File: config.mk
export PLATFORM = sky130hd
export DESIGN_NAME = peak_tone_cfg
export DESIGN_NICKNAME = d
export VERILOG_FILES = /design/src/rtl/peak_tone_cfg_pkg.sv /design/src/rtl/peak_tone_cfg_seq_shift_mult.sv /design/src/rtl/peak_tone_cfg.sv
export SDC_FILE = /design/constraint.sdc
export NUM_CORES = 1
export LEC_CHECK = 0
export BUFFER_PORTS_ARGS = -buffer_cell sky130_fd_sc_hd__buf_2
export CELL_PAD_IN_SITES_DETAIL_PLACEMENT = 1
export CELL_PAD_IN_SITES_GLOBAL_PLACEMENT = 2
export CORE_MARGIN = 8
export CORE_UTILIZATION = 37
export CTS_CLUSTER_DIAMETER = 100
export CTS_CLUSTER_SIZE = 24
export DETAILED_ROUTE_END_ITERATION = 7
export PLACE_DENSITY = 0.87
export SLEW_MARGIN = 0
export SYNTH_ARGS = -nofsm -noshare
export SYNTH_HDL_FRONTEND = slang
export SYNTH_SLANG_ARGS = --single-unit
File: constraint.sdc
create_clock -name clk -period 4.3 [get_ports clk]
set_input_delay 0.215 -clock clk [delete_from_list [all_inputs] [get_ports clk]]
set_output_delay 0.215 -clock clk [all_outputs]
set_load 0.02 [all_outputs]
File: src/rtl/peak_tone_cfg_pkg.sv
// peak_tone_cfg_pkg
//   Shared types and constants for the peak-to-tone configuration block:
//   FSM state type, DDS phase-increment and amplitude word widths, and the
//   FFT length from which the default phase increment per bin is derived.
package peak_tone_cfg_pkg;

  localparam int unsigned PINC_W    = 32;
  localparam int unsigned AMP_OUT_W = 16;
  localparam int unsigned FFT_LEN   = 128;

  // One FFT bin spans 2^PINC_W / FFT_LEN of the DDS phase circle.
  localparam logic [PINC_W-1:0] PINC_PER_BIN_DFLT =
    PINC_W'((64'd1 << PINC_W) / 64'(FFT_LEN));

  typedef enum logic [1:0] {
    IDLE = 2'd0,
    MUL  = 2'd1,
    OUT  = 2'd2
  } state_t;

endpackage

File: src/rtl/peak_tone_cfg_seq_shift_mult.sv
// seq_shift_mult
//   Start/done serial multiplier, LSB-first shift-add, A_W x P_W truncated
//   to P_W bits (mod 2^P_W).
//   Ports:
//     clk, rst  clock, synchronous active-high reset
//     start     load operands (takes precedence over a running product)
//     a         multiplier (A_W bits), consumed LSB first
//     b         multiplicand (P_W bits)
//     done      high for one cycle once all A_W partial products are summed
//     product   running/final product, stable while done is high
module seq_shift_mult #(
  parameter int unsigned A_W = 8,
  parameter int unsigned P_W = 32
) (
  input  logic           clk,
  input  logic           rst,
  input  logic           start,
  input  logic [A_W-1:0] a,
  input  logic [P_W-1:0] b,
  output logic           done,
  output logic [P_W-1:0] product
);

  localparam int unsigned CW = $clog2(A_W + 1);

  logic [A_W-1:0] a_sh;
  logic [P_W-1:0] b_sh;
  logic [CW-1:0]  steps;
  logic           active;

  // The first partial product is summed on the start edge itself, so the
  // remaining A_W-1 steps finish in time for done to sit in the A_W-th
  // cycle after start.
  always_ff @(posedge clk) begin
    if (rst) begin
      a_sh    <= '0;
      b_sh    <= '0;
      steps   <= '0;
      active  <= 1'b0;
      product <= '0;
    end else if (start) begin
      product <= a[0] ? b : '0;
      a_sh    <= a >> 1;
      b_sh    <= b << 1;
      steps   <= CW'(1);
      active  <= 1'b1;
    end else if (active) begin
      if (steps == CW'(A_W)) begin
        active <= 1'b0;
      end else begin
        if (a_sh[0]) begin
          product <= product + b_sh;
        end
        a_sh  <= a_sh >> 1;
        b_sh  <= b_sh << 1;
        steps <= steps + CW'(1);
      end
    end
  end

  always_comb begin
    done = active && (steps == CW'(A_W));
  end

endmodule

File: src/rtl/peak_tone_cfg.sv
// peak_tone_cfg
//   Turns peak-search results (bin index + amplitude) into a DDS phase
//   increment and an amplitude scale word. Amplitude is averaged over
//   2^AVG_LOG2 consecutive frames of the same bin; DC frames are dropped;
//   a result identical to the last one delivered is not re-sent.
//   Ports:
//     clk, rst               clock, synchronous active-high reset
//     s_axis_tvalid/tready   peak result handshake (ready only when idle)
//     s_axis_taddr           peak bin index
//     s_axis_tdata           peak amplitude, unsigned
//     m_axis_config_tvalid   DDS config valid (registered)
//     m_axis_config_tready   DDS accepts config
//     m_axis_config_tdata    phase increment
//     amp_word               amplitude scale, valid with config tvalid
//     busy                   block is not idle
module peak_tone_cfg
  import peak_tone_cfg_pkg::*;
#(
  parameter int unsigned        ADDR_WIDTH   = 8,
  parameter int unsigned        AMP_WIDTH    = 25,
  parameter logic [PINC_W-1:0]  PINC_PER_BIN = PINC_PER_BIN_DFLT,
  parameter int unsigned        AVG_LOG2     = 2,
  parameter logic [15:0]        AMP_GAIN     = 16'd1,
  parameter int unsigned        AMP_SHIFT    = 9
) (
  input  logic                  clk,
  input  logic                  rst,
  input  logic                  s_axis_tvalid,
  output logic                  s_axis_tready,
  input  logic [ADDR_WIDTH-1:0] s_axis_taddr,
  input  logic [AMP_WIDTH-1:0]  s_axis_tdata,
  output logic                  m_axis_config_tvalid,
  input  logic                  m_axis_config_tready,
  output logic [PINC_W-1:0]     m_axis_config_tdata,
  output logic [AMP_OUT_W-1:0]  amp_word,
  output logic                  busy
);

  localparam int unsigned WIN    = 1 << AVG_LOG2;
  localparam int unsigned CNT_W  = AVG_LOG2 + 1;
  localparam int unsigned ACC_W  = AMP_WIDTH + AVG_LOG2;
  localparam int unsigned PROD_W = AMP_WIDTH + 16;

  state_t                 state;
  logic [ACC_W-1:0]       acc;
  logic [ACC_W-1:0]       acc_nxt;
  logic [CNT_W-1:0]       cnt;
  logic [CNT_W-1:0]       cnt_nxt;
  logic [ADDR_WIDTH-1:0]  cur_bin;
  logic [AMP_WIDTH-1:0]   avg;
  logic                   have_last;
  logic [PINC_W-1:0]      last_pinc;
  logic [AMP_OUT_W-1:0]   last_amp;

  logic                   accept;
  logic                   is_dc;
  logic                   restart;
  logic                   win_done;
  logic                   mult_done;
  logic [PINC_W-1:0]      pinc;
  logic [PROD_W-1:0]      scaled;
  logic [AMP_OUT_W-1:0]   amp_sat;
  logic                   suppress;

  seq_shift_mult #(
    .A_W (ADDR_WIDTH),
    .P_W (PINC_W)
  ) u_mult (
    .clk     (clk),
    .rst     (rst),
    .start   (win_done),
    .a       (s_axis_taddr),
    .b       (PINC_PER_BIN),
    .done    (mult_done),
    .product (pinc)
  );

  always_comb begin
    s_axis_tready = (state == IDLE);
    busy          = (state != IDLE);
    accept        = (state == IDLE) && s_axis_tvalid;
    is_dc         = (s_axis_taddr == '0);
    restart       = (s_axis_taddr != cur_bin) || (cnt == '0);
    acc_nxt       = restart ? ACC_W'(s_axis_tdata) : acc + ACC_W'(s_axis_tdata);
    cnt_nxt       = restart ? CNT_W'(1) : cnt + CNT_W'(1);
    win_done      = accept && !is_dc && (cnt_nxt == CNT_W'(WIN));
  end

  // avg is stable for the whole MUL phase, so the scaled/saturated word is
  // settled by the time the multiplier reports done.
  always_comb begin
    scaled   = (PROD_W'(avg) * PROD_W'(AMP_GAIN)) >> AMP_SHIFT;
    amp_sat  = (scaled > PROD_W'(16'hFFFF)) ? '1 : scaled[AMP_OUT_W-1:0];
    suppress = have_last && (pinc == last_pinc) && (amp_sat == last_amp);
  end

  always_ff @(posedge clk) begin
    if (rst) begin
      state                <= IDLE;
      acc                  <= '0;
      cnt                  <= '0;
      cur_bin              <= '0;
      avg                  <= '0;
      have_last            <= 1'b0;
      last_pinc            <= '0;
      last_amp             <= '0;
      m_axis_config_tvalid <= 1'b0;
      m_axis_config_tdata  <= '0;
      amp_word             <= '0;
    end else begin
      case (state)
        IDLE: begin
          if (accept) begin
            if (is_dc) begin
              acc <= '0;
              cnt <= '0;
            end else if (win_done) begin
              // The window average is captured from the completing sum
              // directly, letting acc/cnt clear on the same edge.
              cur_bin <= s_axis_taddr;
              avg     <= AMP_WIDTH'(acc_nxt >> AVG_LOG2);
              acc     <= '0;
              cnt     <= '0;
              state   <= MUL;
            end else begin
              cur_bin <= s_axis_taddr;
              acc     <= acc_nxt;
              cnt     <= cnt_nxt;
            end
          end
        end

        MUL: begin
          if (mult_done) begin
            if (suppress) begin
              state <= IDLE;
            end else begin
              m_axis_config_tdata  <= pinc;
              amp_word             <= amp_sat;
              m_axis_config_tvalid <= 1'b1;
              state                <= OUT;
            end
          end
        end

        OUT: begin
          if (m_axis_config_tready) begin
            m_axis_config_tvalid <= 1'b0;
            last_pinc            <= m_axis_config_tdata;
            last_amp             <= amp_word;
            have_last            <= 1'b1;
            state                <= IDLE;
          end
        end

        default: state <= IDLE;
      endcase
    end
  end

endmodule

==> run_results.csv, run 1 <==
group,metric,value,unit
logic_synthesis,synth_top_family_by_area,"simple AND/OR/NAND/NOR gates",
pwr,clockPowerShare,50.1,%
placed_design,portBuffers,62,
pwr,total_power,3.07,mW
clocking,clkLatencyLatePin,420,ps
pwr,p_int,2.30,mW
global_route,grt_pass1_vias,6210,
global_route,gr-total-overflow,0,
placed_design,placed_area,0.00736,mm2
critical_path,crit_required,4640,ps
floorplan,dieArea,0.0234,mm2
critical_path,end_kind,"register",
routing,ant_nets,0,
sta,rsz0062_at_grt,"no",
sta,setup_viol,0,
sta,clock.fmax,333,MHz
sta,max-slew-margin-rel,29.5,%
pwr,p_per_area,385,mW/mm2
floorplan,rows,50,
global_route,grt_use_total,17.0,%
logic_synthesis,yosys.area_share.simple,20.6,%
finish,fill_cells,2243,
logic_synthesis,netlist_instances,858,
global_route,antenna_found_initial,0,
clocking,holdBufCountCts,0,
pwr,combPwrFrac,10.0,%
sta,setup_slack,1300,ps
global_route,grt_pass1_wl,32600,um
finish,nets,976,
critical_path,setup.worst_path.class,"reg2reg",
placed_design,pre_cts_slack,1290,ps
flow_run,drv_cap,0,
logic_synthesis,avgSynthCellArea,8.11,um2
finish,design_area,0.00799,mm2
routing,num_vias,5990,
logic_synthesis,synth_edf_count,0,
critical_path,arrival,3340,ps
logic_synthesis,synth.distinct_cells,62,
logic_synthesis,synth_fa_ha_area_share,6.69,%
finish,diodes,0,
sta,fin_crit_sh,69.8,%
finish,syn_to_final_growth,14.9,%
logic_synthesis,synth.mux.area_fraction,4.03,%
clocking,cts_tree,"yes",
logic_synthesis,synth_compound_area_share,18.1,%
clocking,cts_buffers,17,
pwr,p_switching,0.773,mW
floorplan,coreArea,0.0186,mm2
floorplan,start_util,37.4,%
clocking,clockBufferDepth,2,
logic_synthesis,syn-cell-area,0.00696,mm2
placed_design,hpwl,14100,um
floorplan,pin_count,88,
logic_synthesis,yosys.area.top_type,"dfxtp_1",
clocking,h-tree-depth,4,
routing,wire_per_inst,17.2,um
pwr,pwr-share-seq,39.9,%
sta,slew_viol_final,0,
clocking,clk_pin_slew,60,ps
logic_synthesis,synth_seq_cells,129,
sta,worst_pin_slew,1050,ps
finish,drive_above_1_share,13.0,%
logic_synthesis,synthArstFlopShare,0,%
hold_path,min_path_type,"in2reg",
floorplan,die_height,153,um
critical_path,worst_setup_path_start_kind,"register",
clocking,cts_resized,0,
sta,tns,0,ps
logic_synthesis,synthFlopType,"dfxtp_1",
logic_synthesis,synth_xor_xnor_area_share,7.43,%
pwr,p_leak,3.31,nW
placed_design,gp_congestion,0.842,
pwr,switching_share,25.2,%
routing,detailedRoute.firstIterationViolations,245,
clocking,root_buffer,"clkbuf_16",
critical_path,cp_max_fo,14,
clocking,numClockSinks,129,
logic_synthesis,ys_top_cells_by_area,"dfxtp_1 37%, nand2_1 8.3%, a21oi_1 6.6%, ha_1 6.1%, nor2_1 4.5%",
logic_synthesis,ys_warn_count,0,
routing,viasPerCell,5.21,
clocking,post_cts_buffers,0,
routing,wirelength,19800,um
routing,drtPass1Iterations,4,
floorplan,fp.dieW,153,um
sta,hold_viol,0,
sta,min_period,3000,ps
status,outcome,"complete, no violations",
routing,drc,0,
critical_path,r2r_slack,1300,ps
logic_synthesis,yosysTopAreaCellShare,37.1,%
logic_synthesis,yosysSeqAreaShare,37.1,%
sta,skew,10.6,ps
pwr,ir_drop,290,uV
global_route,grt_start_max_net_pins,74,
## power groups by stage
stage	clock, mW	sequential, mW	combinational, mW
6_report	1.54	1.23	0.308
5_1_grt	1.63	1.23	0.344
4_1_cts	1.57	1.23	0.309
3_5_place_dp	0	1.25	0.306
3_3_place_gp	0	1.25	0.301
2_1_floorplan	0	1.25	0.241
## flip-flops by register name (all words and copies together), names as in the netlist, 6 cells and up
name	flops
u_mult.product	7
u_mult.b_sh	6
avg	16
last_pinc	7
last_amp	16
cur_bin	8
u_mult.a_sh	7
acc	27
m_axis_config_tdata	7
amp_word	16
## critical path, cell delays in order (launching register included)
cell	delay, ps
dfxtp_1	340
nor2_1	250
and2_1	390
nand2_1	390
a21oi_1	240
buf_4	230
nor2b_1	730
nand2_1	150
o21ai_0	190
## worst paths after layout
check        depth (start not counted)             startpoint                    to
max                                  8  state[1]$_SDFFE_PP0P_   acc[7]$_SDFFE_PP0P_
min                                  3       s_axis_tdata[18]  acc[18]$_SDFFE_PP0P_
max reg2reg                          8  state[1]$_SDFFE_PP0P_   acc[7]$_SDFFE_PP0P_
min reg2reg                          2   acc[22]$_SDFFE_PP0P_  acc[22]$_SDFFE_PP0P_
## layout by cell type, fill, tap and decap left out, drive strengths merged, types with 8 or more instances in the layout
cell type    n
xor2        32
nand3       18
ha          34
a311oi       8
a21oi       95
conb        25
nand2      153
dfxtp      129
clkbuf      21
nor4         8
inv         18
xnor2       27
mux2i       28
buf         70
a22oi       11
o21ai       34
nor2        84
a21o        11
nor3        11
## cell families after synthesis
logic type,after synthesis
AO/OA/AOI/OAI,198
XOR/XNOR,59
adder cells (fa/ha/maj),36
buffers and inverters,84
flip-flops,129
multiplexers,28
other,1
AND/OR/NAND/NOR,323
## Yosys cell counts (16+ instances only)
| master | instances |
|---|---|
| dfxtp_1 | 129 |
| ha_1 | 34 |
| xnor2_1 | 27 |
| nand3_1 | 18 |
| o21ai_0 | 31 |
| buf_4 | 25 |
| xor2_1 | 32 |
| clkbuf_1 | 37 |
| a21oi_1 | 92 |
| inv_1 | 16 |
| nand2_1 | 153 |
| nor2_1 | 84 |
| mux2i_1 | 28 |
## final cells by class
type	count	area (um2)	area share, %
Timing Repair Buffer	70	373	4.67
Clock buffer	21	480	6.01
Sequential cell	129	2580	32.3
Multi-Input combinational cell	669	4050	50.7
Tap cell	234	293	3.66
Inverter	16	60.1	0.752
Clock inverter	10	149	1.86
## routing by layer
| layer | GRT usage (%) | share of wire (%) | up-vias |
|---|---|---|---|
| met4 | 4.76 | 1.2 | 0 |
| met5 | 0 | 0 | - |
| li1 | - | - | 3016 |
| met2 | 27.2 | 46 | 91 |
| met1 | 22.0 | 49 | 2868 |
| met3 | 4.65 | 4.3 | 15 |
## through the flow
| step | util [%] | hold WS, ps | cells |
|---|---|---|---|
| global route | 43.0 | 40.3 | 1149 |
| CTS | 43.0 | 40.2 | 1149 |
| finish | 43.0 | 58.7 | 1149 |
| detailed placement | 39.6 | 453 | 1118 |
| global placement | 39.6 | 443 | 1118 |
| floorplan | - | 351 | 882 |
No activity file was read; power rests on OpenSTA's default activity.
==> run 2, diff against run 1 <==
- CORE_UTILIZATION: 37 -> 35
- PLACE_DENSITY: 0.87 -> 0.83
- clock period: 4.3 -> 3 ns (I/O delays scaled with it)
==> run 2 against run 1 <==
  * Clock power grew 29%
  * Non-clock buffer count is 10 higher
  * First-iteration DRC count up 6.9%
  * Final cell count grew 3.6%
  * Core utilization down 1.7 points
  * Hold slack got worse by 41 ps
  * Count of clock-buffer cells in the layout is 2 lower
  * Global-route usage is 0.71 points lower
  * Clock skew up 2.5 ps
  * Via count rose by 0.42%
  * Die area grew 5.1%
==> run_results.csv, run 2 (synthesis gave the netlist of run 1 again) <==
group,metric,value,unit
hold_path,min_path_type,"in2reg",
clocking,clkLatencyLatePin,420,ps
critical_path,worst_setup_path_start_kind,"input pin",
pwr,p_leak,3.33,nW
clocking,root_buffer,"clkbuf_16",
sta,rsz0062_at_grt,"no",
global_route,gr-total-overflow,0,
floorplan,fp.dieW,157,um
sta,max-slew-margin-rel,32.6,%
routing,num_vias,6015,
critical_path,setup.worst_path.class,"in2reg",
placed_design,portBuffers,62,
critical_path,crit_path_max_incr_delay,530,ps
finish,largest-register,"acc",
floorplan,start_util,35.7,%
critical_path,arrival,3030,ps
routing,viasPerCell,5.05,
floorplan,coreArea,0.0195,mm2
clocking,clk_pin_slew,60,ps
clocking,cts_buffers,17,
clocking,post_cts_buffers,0,
status,outcome,"complete, no violations",
finish,final_util,41.3,%
routing,drc,0,
sta,setup_viol,0,
sta,skew,13.1,ps
global_route,antenna_found_initial,0,
flow_run,drv_cap,0,
sta,clock.fmax,367,MHz
finish,final_cell_mix,"153 x nand2_1, 129 x dfxtp_1, 92 x a21oi_1",
finish,drive_above_1_share,13.4,%
pwr,p_per_area,521,mW/mm2
sta,hold_viol,0,
finish,nets,986,
critical_path,crit_chain,"dlygate4sd3_1 > buf_2 > ha_1 > a21oi_1 > nand2_1 > or3b_4 > o211ai_2 > a21oi_2 > o41ai_4 > nor4_1 > a211o_1",
clocking,cts_tree,"yes",
routing,detailedRoute.firstIterationViolations,262,
routing,drtPass1Iterations,5,
clocking,clockBufferDepth,2,
floorplan,die_height,157,um
critical_path,crit_required,3310,ps
placed_design,gp_congestion,0.836,
routing,wirelength,19800,um
global_route,grt_pass1_wl,31900,um
routing,wire_per_inst,16.6,um
clocking,holdBufCountCts,3,
sta,worst_pin_slew,1010,ps
sta,fin_crit_sh,90.7,%
floorplan,dieArea,0.0246,mm2
placed_design,hpwl,14300,um
pwr,ir_drop,383,uV
sta,tns,0,ps
clocking,cts_resized,0,
clocking,h-tree-depth,4,
finish,layout_commonest_cell,"nand2_1",
critical_path,end_kind,"register",
sta,min_period,2720,ps
finish,largest_reg_flops,27,
critical_path,cp_max_fo,5,
finish,diodes,0,
routing,ant_nets,0,
global_route,grt_use_total,16.3,%
sta,slew_viol_final,0,
floorplan,rows,51,
global_route,grt_pass1_vias,6132,
critical_path,critPathSlowestCell,"dlygate4sd3_1",
global_route,grt_start_max_net_pins,72,
finish,syn_to_final_growth,15.7,%
floorplan,pin_count,88,
clocking,numClockSinks,129,
## run 2: cell types whose count changed in the layout (fill, tap and decap cells not counted), sizes merged
| cell | before | now |
|---|---|---|
| buf | 70 | 77 |
| clkinv | 3 | 8 |
| dlygate4sd3 | 0 | 3 |
| clkbuf | 21 | 19 |
| inv | 18 | 16 |
| bufinv | 3 | 2 |
## run 2: critical path, delay by kind of cell
kind	cells	cell delay [ps]
buf+inv	2	660
fa+ha+maj	1	360
simple gates	3	640
compound gates	5	1200
## run 2: stage by stage
step           hold slack (ps)  cells  area [um2]  worst slack [ps]  total power, mW
2_1_floorplan              286    882        7050               645             2.13
3_3_place_gp               409   1156        7460               455             2.23
3_5_place_dp               418   1156        7460               373             2.24
4_1_cts                   5.14   1190        8050               316             4.24
5_1_grt                   20.3   1190        8050               146             4.36
6_report                  17.6   1190        8050               278             4.19
## run 2: cell type report
cell class | instances | area (um2)
Fill cell | 2361 | 11400
Multi-Input combinational cell | 669 | 4050
Sequential cell | 129 | 2580
Timing Repair Buffer | 80 | 468
Clock buffer | 19 | 433
Tap cell | 265 | 332
Clock inverter | 12 | 119
Inverter | 16 | 60.1
## run 2: report_power, final
group,switching [mW],total [mW],internal [mW]
Clock,0.776,1.98,1.21
Combinational,0.288,0.449,0.162
Sequential,0.0164,1.76,1.74
## run 2: routing by layer
layer / wire (um) / up-vias / track usage, % / share of wire [%]
li1: - / 3038 / - / -
met1: 9870 / 2864 / 21.9 / 50
met2: 8890 / 96 / 26.2 / 45
met3: 826 / 17 / 3.37 / 4.2
met4: 181 / 0 / 4.03 / 0.92
met5: 0 / - / 0 / 0
## run 2: path summary, 6_finish.rpt
kind | start | to | slack (ps) | cells after the start
worst min register to register | acc[11]$_SDFFE_PP0P_ | acc[11]$_SDFFE_PP0P_ | 460 | 2
worst max register to register | acc[7]$_SDFFE_PP0P_ | avg[17]$_SDFFE_PP0P_ | 380 | 9
worst max-delay path | s_axis_tdata[7] | avg[17]$_SDFFE_PP0P_ | 280 | 11
worst min-delay path | s_axis_taddr[4] | cur_bin[4]$_SDFFE_PP0P_ | 20 | 3
==> run 3, diff against run 2 <==
- CORE_UTILIZATION: 35 -> 36
- CTS_BUF_LIST: unset -> sky130_fd_sc_hd__clkbuf_8
- MAX_ROUTING_LAYER: unset -> met4
- PLACE_DENSITY: 0.83 -> 0.85
==> run 3 against run 2 <==
  * Clock skew about the same
  * Flip-flop and latch count did not move
  * Worst setup slack better by 45 ps
  * Largest cell class unchanged
  * Largest power group is now registers
==> run_results.csv, run 3 (synthesis gave the netlist of run 1 again) <==
group,metric,value,unit
clocking,cts_tree,"yes",
finish,instances_no_fill,1204,
routing,wire_per_inst,16.3,um
sta,fin_crit_sh,89.2,%
routing,viasPerCell,5.07,
clocking,numClockSinks,129,
sta,max-slew-margin-rel,33.9,%
sta,skew,13.3,ps
finish,layout_commonest_cell,"nand2_1",
sta,setup_slack,323,ps
finish,fill_cells,2324,
finish,largest_reg_flops,27,
global_route,grt_pass1_vias,6276,
global_route,busiest_layer,"met2",
finish,largest-register,"acc",
clocking,cts_resized,0,
critical_path,arrival,2980,ps
global_route,grt_pass1_wl,32400,um
sta,worst_pin_slew,989,ps
sta,setup_viol,0,
critical_path,setup.worst_path.class,"in2reg",
global_route,grt_use_total,17.2,%
placed_design,hpwl,14200,um
pwr,ir_drop,269,uV
sta,hold_slack,28.8,ps
critical_path,crit_top_cell,"nand2_1",
floorplan,die_height,155,um
floorplan,dieArea,0.0240,mm2
finish,nets,999,
critical_path,cp_num_buf_inv,2,
sta,tns,0,ps
placed_design,pre_cts_slack,377,ps
status,outcome,"complete, no violations",
finish,final_cell_mix,"153 x nand2_1, 129 x dfxtp_1, 92 x a21oi_1",
finish,syn_to_final_growth,15.4,%
global_route,use_met3,3.66,%
finish,design_area,0.00803,mm2
clocking,post_cts_buffers,0,
floorplan,fp.dieW,155,um
floorplan,pin_count,88,
critical_path,worst_setup_path_start_kind,"input pin",
global_route,antenna_found_initial,0,
floorplan,rows,51,
placed_design,portBuffers,62,
placed_design,gp_congestion,0.860,
floorplan,coreArea,0.0192,mm2
routing,detailedRoute.firstIterationViolations,226,
sta,min_period,2680,ps
critical_path,critPathSlowestCell,"dlygate4sd3_1",
floorplan,start_util,36.2,%
finish,drive_above_1_share,13.6,%
critical_path,crit_required,3310,ps
sta,slew_viol_final,0,
pwr,p_per_area,472,mW/mm2
clocking,cts_buffers,17,
clocking,clkLatencyLatePin,450,ps
sta,clock.fmax,374,MHz
finish,final_util,41.8,%
critical_path,end_kind,"register",
global_route,grt_use_met2,27.2,%
critical_path,crit_family,"compound AO/OA/AOI/OAI gates",
pwr,p_leak,3.32,nW
routing,drtPass1Iterations,4,
critical_path,crit_path_max_incr_delay,530,ps
placed_design,placed_cells,1157,
flow_run,drv_cap,0,
routing,drc,0,
routing,wirelength,19600,um
routing,num_vias,6106,
sta,hold_viol,0,
clocking,h-tree-depth,4,
clocking,root_buffer,"clkbuf_8",
hold_path,min_path_type,"in2reg",
critical_path,crit_chain,"dlygate4sd3_1 > buf_2 > ha_1 > a21oi_1 > nand2_1 > or3b_4 > o211ai_2 > nand2_1 > a311oi_2 > or3_1 > a31oi_1",
clocking,clockBufferDepth,2,
placed_design,placed_area,0.00746,mm2
sta,rsz0062_at_grt,"no",
global_route,gr-total-overflow,0,
routing,ant_nets,0,
global_route,grt_start_max_net_pins,57,
pwr,total_power,3.79,mW
global_route,met1_usage,21.7,%
critical_path,cp_max_fo,5,
clocking,clk_pin_slew,80,ps
finish,diodes,0,
## run 3: final timing paths
check,from,end,slack [ps],depth (start not counted)
setup / recovery,s_axis_tdata[7],acc[25]$_SDFFE_PP0P_,320,11
hold reg to reg,u_mult.b_sh[31]$_SDFFE_PP0P_,u_mult.b_sh[31]$_SDFFE_PP0P_,470,2
setup reg to reg,acc[0]$_SDFFE_PP0P_,acc[20]$_SDFFE_PP0P_,350,11
hold / removal,s_axis_taddr[5],cur_bin[5]$_SDFFE_PP0P_,30,3
## run 3: timing repair
item                                    in CTS  in global routing
endpoints found under the setup margin       0                  0
hold buffers                                15                  0
hold endpoints to repair                    18                  0
## run 3: worst min-delay path: cells and delay by family
| kind | cells | cell delay [ps] |
|---|---|---|
| buffers and inverters | 1 | 130 |
| AND/OR/NAND/NOR | 1 | 70 |
| AO/OA/AOI/OAI | 1 | 70 |
## run 3: layer usage
layer / part of all wire [%] / vias to the layer above / wire length, um
li1: - / 3056 / -
met1: 49 / 2938 / 9670
met2: 46 / 97 / 9040
met3: 3.6 / 15 / 703
met4: 1.1 / 0 / 206
met5: 0 / - / 0
## run 3: report_power, final
part / switching (mW) / internal (mW)
clock: 0.748 / 0.830
sequential: 0.0166 / 1.74
combinational: 0.287 / 0.172
total: 1.05 / 2.74
## run 3: area by class of cell
type | count | area, um2 | area share (%)
sequential | 129 | 2580 | 32.2
multi-input combinational | 669 | 4050 | 50.5
tap | 265 | 332 | 4.13
timing repair buffer | 93 | 583 | 7.27
clock inverter | 11 | 126 | 1.57
inverter | 16 | 60.1 | 0.748
clock buffer | 21 | 289 | 3.60
